## src/rtl/unified_mem_arbiter.sv

```systemverilog
// Arbiter sharing one single-ported unified memory between
// instruction fetch and data access, with starvation guard and timeout.
module unified_mem_arbiter #(
    parameter int DATA_W      = 32,
    parameter int MAX_IF_WAIT = 4,
    parameter int TIMEOUT     = 255
) (
    input  logic              Clock,
    input  logic              Reset,
    input  logic              IF_Req,
    input  logic [DATA_W-1:0] IF_Addr,
    output logic              IF_Valid,
    output logic [DATA_W-1:0] IF_RData,
    input  logic              DM_Req,
    input  logic              DM_Write,
    input  logic [DATA_W-1:0] DM_Addr,
    input  logic [DATA_W-1:0] DM_WData,
    input  logic [3:0]        DM_ByteEn,
    output logic              DM_Valid,
    output logic [DATA_W-1:0] DM_RData,
    output logic              Stall_IF,
    output logic              Stall_MEM,
    output logic              Mem_Req,
    output logic              Mem_We,
    output logic [DATA_W-1:0] Mem_Addr,
    output logic [DATA_W-1:0] Mem_WData,
    output logic [3:0]        Mem_BE,
    input  logic [DATA_W-1:0] Mem_RData,
    input  logic              Mem_Ack,
    output logic              Err_Timeout
);

    localparam int SW = $clog2(MAX_IF_WAIT + 1);
    localparam logic [DATA_W-1:0] POISON = DATA_W'(32'hDEAD_BEEF);

    typedef enum logic [1:0] {
        IDLE,
        SERVE_IF,
        SERVE_DM
    } state_t;

    state_t        state;
    state_t        next;
    logic [SW-1:0] starve;
    logic [7:0]    tcnt;

    logic turn;
    logic if_pend;
    logic dm_pend;
    logic grant_if;
    logic grant_dm;
    logic idle;
    logic tmo_hit;
    logic done;

    // A cycle with any Valid pulse is a turnaround cycle: the retired
    // request is still visible, so nothing is granted in it.
    assign turn     = IF_Valid | DM_Valid;
    assign if_pend  = IF_Req & ~turn;
    assign dm_pend  = DM_Req & ~turn;
    assign idle     = (state == IDLE);
    assign grant_dm = idle & dm_pend &
                      ~(if_pend & (starve == SW'(MAX_IF_WAIT)));
    assign grant_if = idle & if_pend & ~grant_dm;
    assign tmo_hit  = ~idle & ~Mem_Ack & (tcnt == 8'(TIMEOUT - 1));
    assign done     = ~idle & (Mem_Ack | tmo_hit);

    // State register
    always_ff @(posedge Clock or negedge Reset) begin
        if (!Reset) state <= IDLE;
        else        state <= next;
    end

    // Next-state: grant from IDLE, return on ack or timeout
    always_comb begin
        next = state;
        case (state)
            IDLE: begin
                if (grant_dm)      next = SERVE_DM;
                else if (grant_if) next = SERVE_IF;
            end
            SERVE_IF, SERVE_DM: begin
                if (done) next = IDLE;
            end
            default: next = IDLE;
        endcase
    end

    // Outputs decoded from state; Mem_Req drops with async reset
    always_comb begin
        Mem_Req   = (state != IDLE);
        Stall_IF  = IF_Req & ~IF_Valid;
        Stall_MEM = DM_Req & ~DM_Valid;
    end

    // Grant-time latching of the memory command and completion capture
    always_ff @(posedge Clock or negedge Reset) begin
        if (!Reset) begin
            Mem_We      <= 1'b0;
            Mem_Addr    <= '0;
            Mem_WData   <= '0;
            Mem_BE      <= 4'h0;
            IF_Valid    <= 1'b0;
            IF_RData    <= '0;
            DM_Valid    <= 1'b0;
            DM_RData    <= '0;
            Err_Timeout <= 1'b0;
        end else begin
            IF_Valid <= 1'b0;
            DM_Valid <= 1'b0;
            if (grant_dm) begin
                Mem_We    <= DM_Write;
                Mem_Addr  <= DM_Addr;
                Mem_WData <= DM_WData;
                Mem_BE    <= DM_Write ? DM_ByteEn : 4'hF;
            end else if (grant_if) begin
                Mem_We    <= 1'b0;
                Mem_Addr  <= IF_Addr;
                Mem_WData <= '0;
                Mem_BE    <= 4'hF;
            end
            if (done && state == SERVE_IF) begin
                IF_Valid <= 1'b1;
                IF_RData <= Mem_Ack ? Mem_RData : POISON;
            end
            if (done && state == SERVE_DM) begin
                DM_Valid <= 1'b1;
                if (!Mem_Ack)    DM_RData <= POISON;
                else if (Mem_We) DM_RData <= '0;
                else             DM_RData <= Mem_RData;
            end
            if (tmo_hit) Err_Timeout <= 1'b1;
        end
    end

    // Fairness and timeout counters
    always_ff @(posedge Clock or negedge Reset) begin
        if (!Reset) begin
            starve <= '0;
            tcnt   <= 8'd0;
        end else begin
            if (grant_if) begin
                starve <= '0;
            end else if (grant_dm && if_pend &&
                         starve != SW'(MAX_IF_WAIT)) begin
                starve <= starve + SW'(1);
            end
            if (idle)          tcnt <= 8'd0;
            else if (!Mem_Ack) tcnt <= tcnt + 8'd1;
        end
    end

endmodule

```

## config.mk

```make
export PLATFORM = sky130hd
export DESIGN_NAME = unified_mem_arbiter
export DESIGN_NICKNAME = d
export VERILOG_FILES = /design/src/rtl/unified_mem_arbiter.sv
export SDC_FILE = /design/constraint.sdc
export NUM_CORES = 1
export LEC_CHECK = 0
export CAP_MARGIN = 20
export CORE_UTILIZATION = 25
export DETAILED_ROUTE_END_ITERATION = 6
export PLACE_DENSITY = 0.63
export SYNTH_ARGS = -nofsm -noshare
export SYNTH_HDL_FRONTEND = slang
export SYNTH_SLANG_ARGS = --single-unit
```

## constraint.sdc

```tcl
create_clock -name Clock -period 1.9 [get_ports Clock]
set_clock_uncertainty 0.15 [all_clocks]
set_input_delay 0.57 -clock Clock [delete_from_list [all_inputs] [get_ports Clock]]
set_output_delay 0.57 -clock Clock [all_outputs]
set_load 0.005 [all_outputs]
```

==> results of run 1 <==
==> worst reg2reg max path, stage by stage (launching register included) <==
cell and delay (ps):
dfrtp_1 360, inv_2 60, ha_4 160, buf_6 120
and4bb_4 200, and2_4 200, buf_12 160, buf_4 150
a22o_1 220
==> cell type report <==
type                    count  area share (%)
well taps                 335            3.77
repair buffers            379            33.0
multi-input cells         332            21.6
inverters                  90            3.04
flip-flops and latches    149            33.6
clock inverters            13            1.01
clock buffers              19            3.99
==> registers in the layout (all words and copies together), names as in the netlist, 2 cells and up <==
name	count
DM_RData	32
IF_RData	32
Mem_Addr	32
Mem_BE	4
Mem_WData	32
starve	3
state	2
tcnt	8
==> per-stage QoR <==
step | setup slack, ps | total power, uW | utilization (%)
2_1_floorplan | 5.25 | 8120 | -
3_3_place_gp | -503 | 12000 | 39.1
3_5_place_dp | -505 | 12200 | 39.1
4_1_cts | -15.6 | 15200 | 41.7
5_1_grt | -60.4 | 16300 | 42.6
6_report | 2.62 | 15200 | 42.6
==> layer usage <==
metal  wire [um]  part of all wire (%)  vias to the layer above
li1            -                     -                     2951
met1        9570                    43                     3016
met2       10700                    48                      207
met3        1730                   7.7                       23
met4         378                   1.7                        0
met5           0                     0                        -
==> layout by cell type, fill, tap and decap left out, drive strengths merged, types with 2 or more instances in the layout <==
master	synthesis	routed
a211oi	25	25
a21o	16	16
a21oi	52	52
a221o	32	32
a22o	49	49
a311o	2	2
a31oi	32	32
buf	27	102
clkbuf	24	23
clkdlybuf4s50	0	134
clkinv	0	4
clkinvlp	0	2
dfrtp	149	149
dlygate4sd2	0	137
ha	7	7
inv	90	97
nand2	5	5
nand2b	3	3
nand3	7	7
nand3b	3	3
nand4b	3	3
nor2	34	34
nor2b	6	6
o21ai	6	6
o22a	4	4
o22ai	24	24
or3	2	2
xor2	3	3
==> final timing paths <==
check	end	cells past startpoint	start	slack [ps]
worst max-delay path	Mem_Req	4	state[0]	3
worst min-delay path	Mem_WData[20]	1	Mem_WData[20]	340
worst max register to register	Mem_WData[20]	8	state[0]	10
worst min register to register	Mem_WData[20]	1	Mem_WData[20]	340
max in group asynchronous	DM_Valid	3	Reset	580
min in group asynchronous	DM_RData[12]	2	Reset	440
==> cells by family after synthesis <==
| family | after synthesis | synth area share (%) |
|---|---|---|
| AO/OA/AOI/OAI | 248 | 27.2 |
| XOR/XNOR | 4 | 0.528 |
| adder cells (fa/ha/maj) | 7 | 1.32 |
| buffers and inverters | 141 | 8.90 |
| flip-flops | 149 | 56.2 |
| AND/OR/NAND/NOR | 73 | 5.84 |
==> power breakdown <==
part	switching (uW)	internal (uW)
Combinational	3010	3910
Clock	1500	1750
Sequential	702	4360
==> what timing repair did <==
item | CTS | global route
gates cloned | 0 | 4
resized for setup | 158 | 22
setup endpoints to repair | 139 | 96
buffers inserted | 40 | 5
pin swaps | 2 | 41
hold endpoints to repair | 26 | 0
hold buffers | 1 | 0
==> results by group, run 1 <==
Global routing
  • Antenna violations before repair: 0
  • Total global-route track usage: 15.8%
  • Met2 global-route usage: 26.5%
  • Global routing's busiest layer: met2
  • Via count of the first global-routing pass: 6,122
  • Met1 Use GR: 19.3%
  • Global Route met3 Usage: 4.80%
  • Grt total ovfl: 0
  • Wire length of the first global-routing pass: 33,200 um
  • Largest net degree at the start of global routing: 42

Placed design
  • Standard cell area after detailed placement: 0.0102 mm2
  • Number of placed cells counting well taps: 1,235
  • Gp weighted congestion: 0.750
  • Detailed Place HPWL: 14,800 um
  • Count of port buffers added during placement: 276

Drt
  • Via count of the routed design: 6,197
  • Final routed wire length divided by cell count: 17.0 um
  • Via/cell ratio: 4.71
  • Initial detailed-routing violation count: 374
  • DR pass1 iterations: 4
  • Number of nets still failing antenna checks after routing: 0
  • DRC violation count after routing: 0
  • Final wirelength: 22,300 um

Yosys
  • Share of the synthesized area in the top cell type: 56.2%
  • Most instantiated flip-flop cell in the synthesis netlist: dfrtp_1
  • Most common cell in the netlist: dfrtp_1
  • Summed instance area of the synthesized netlist: 0.00664 mm2
  • Synthesized net count: 767
  • Share of async-settable or async-resettable flops after synthesis: 100%
  • Top area cells in the synthesized netlist: dfrtp_1 (56%), a22o_1 (6.5%), inv_1 (5.1%), a221o_1 (4.8%), a21oi_1 (3.8%)
  • Gate Count Post-Synth: 622
  • Seq cells post-synth: 149
  • Post-synth top area cell: dfrtp_1
  • Number of distinct library cell variants in the gate-level netlist after synthesis: 44
  • Post-synthesis sequential area ratio: 56.2%
  • Synthesized area per cell: 10.7 um2
  • Leading cell types by count after synthesis: dfrtp_1 (149), inv_1 (90), a21oi_1 (51)
  • Warnings, synthesis: 0
  • Post-synth EDFFs: 0

STA
  • Final number of setup-violating endpoints: 0
  • Slew at the pin closest to its max-slew limit: 348 ps
  • Final count of hold timing violations: 0
  • RSZ-0062 raised after global routing: true
  • Final-layout setup total negative slack: 0 ps
  • Final Cycle Share: 99.9%
  • Post-layout minimum cycle time: 1900 ps
  • Number of slew-limit violations in the final report: 0
  • Highest clock rate: 527 MHz
  • Worst Hold Slack: 340 ps
  • Worst rel slew slack: 76.8%

Layout
  • Area of the multi-input gates: 0.00240 mm2
  • Filler Cell Count: 2,569
  • Post-layout instance area: 0.0111 mm2
  • Antenna diode instance count: 0
  • Number of cells in the finished layout apart from fillers: 1,317
  • Sequential Area: 0.00373 mm2
  • Post-layout nets: 1,114
  • Growth of design area from synthesis to finish: 67.4%
  • Layout cell share with drive strength beyond 1: 16.9%

Clock tree
  • Number of buffers on the longest clock path: 2
  • Clock slew seen by the registers of the worst setup and hold paths: 60 ps
  • Root Driver: clkbuf_16
  • H-tree lvl count: 4
  • TritonCTS clock tree: yes
  • Number of buffers added by the clock tree synthesis step: 17
  • Latest clock arrival within the worst-skew pair: 420 ps
  • Clock net sink count: 149

Min path
  • Worst hold path type: reg -> reg

Power and ir drop
  • Worst vdd ir: 0.000647 V
  • Total power divided by cell area: 1370 mW/mm2
  • Leak pwr: 0.00512 uW

Setup path
  • Launching element type of the critical path: register
  • WS Path Type: reg -> out
  • Data arrival, critical path: 1180 ps
  • Critical Path Sink Type: primary output
  • Top Family by Delay on Critical Path: flip-flops
  • Worst path max stage delay: 390 ps
  • Cell type with the highest occurrence count on the critical path: inv_2
  • Chain of cells forming the critical path: inv_2 > ha_4 > inv_2 > buf_6
  • Slowest CP cell: dfrtp_1
  • Worst-path maximum fanout: 2
  • Crit path buf inv count: 3
  • WP data required: 1180 ps

Floorplan
  • Placeable core region: 0.0261 mm2
  • Top-level I/O count: 277
  • Cell Rows: 59
  • Die Area: 0.0272 mm2
  • Chip Height: 165 um
  • Chip width: 165 um
  • Initial core utilization: 25.5%

Run
  • Max_cap viols: 0

Outcome
  • Outcome: complete, no violations
Note: power is estimated with default switching activity, not from simulation.
==> inputs of run 2 (changes only) <==
- CTS_CLUSTER_DIAMETER: not set -> 120
==> results of run 2 <==
Final layout, timing and power as in run 1 (identical DEF).
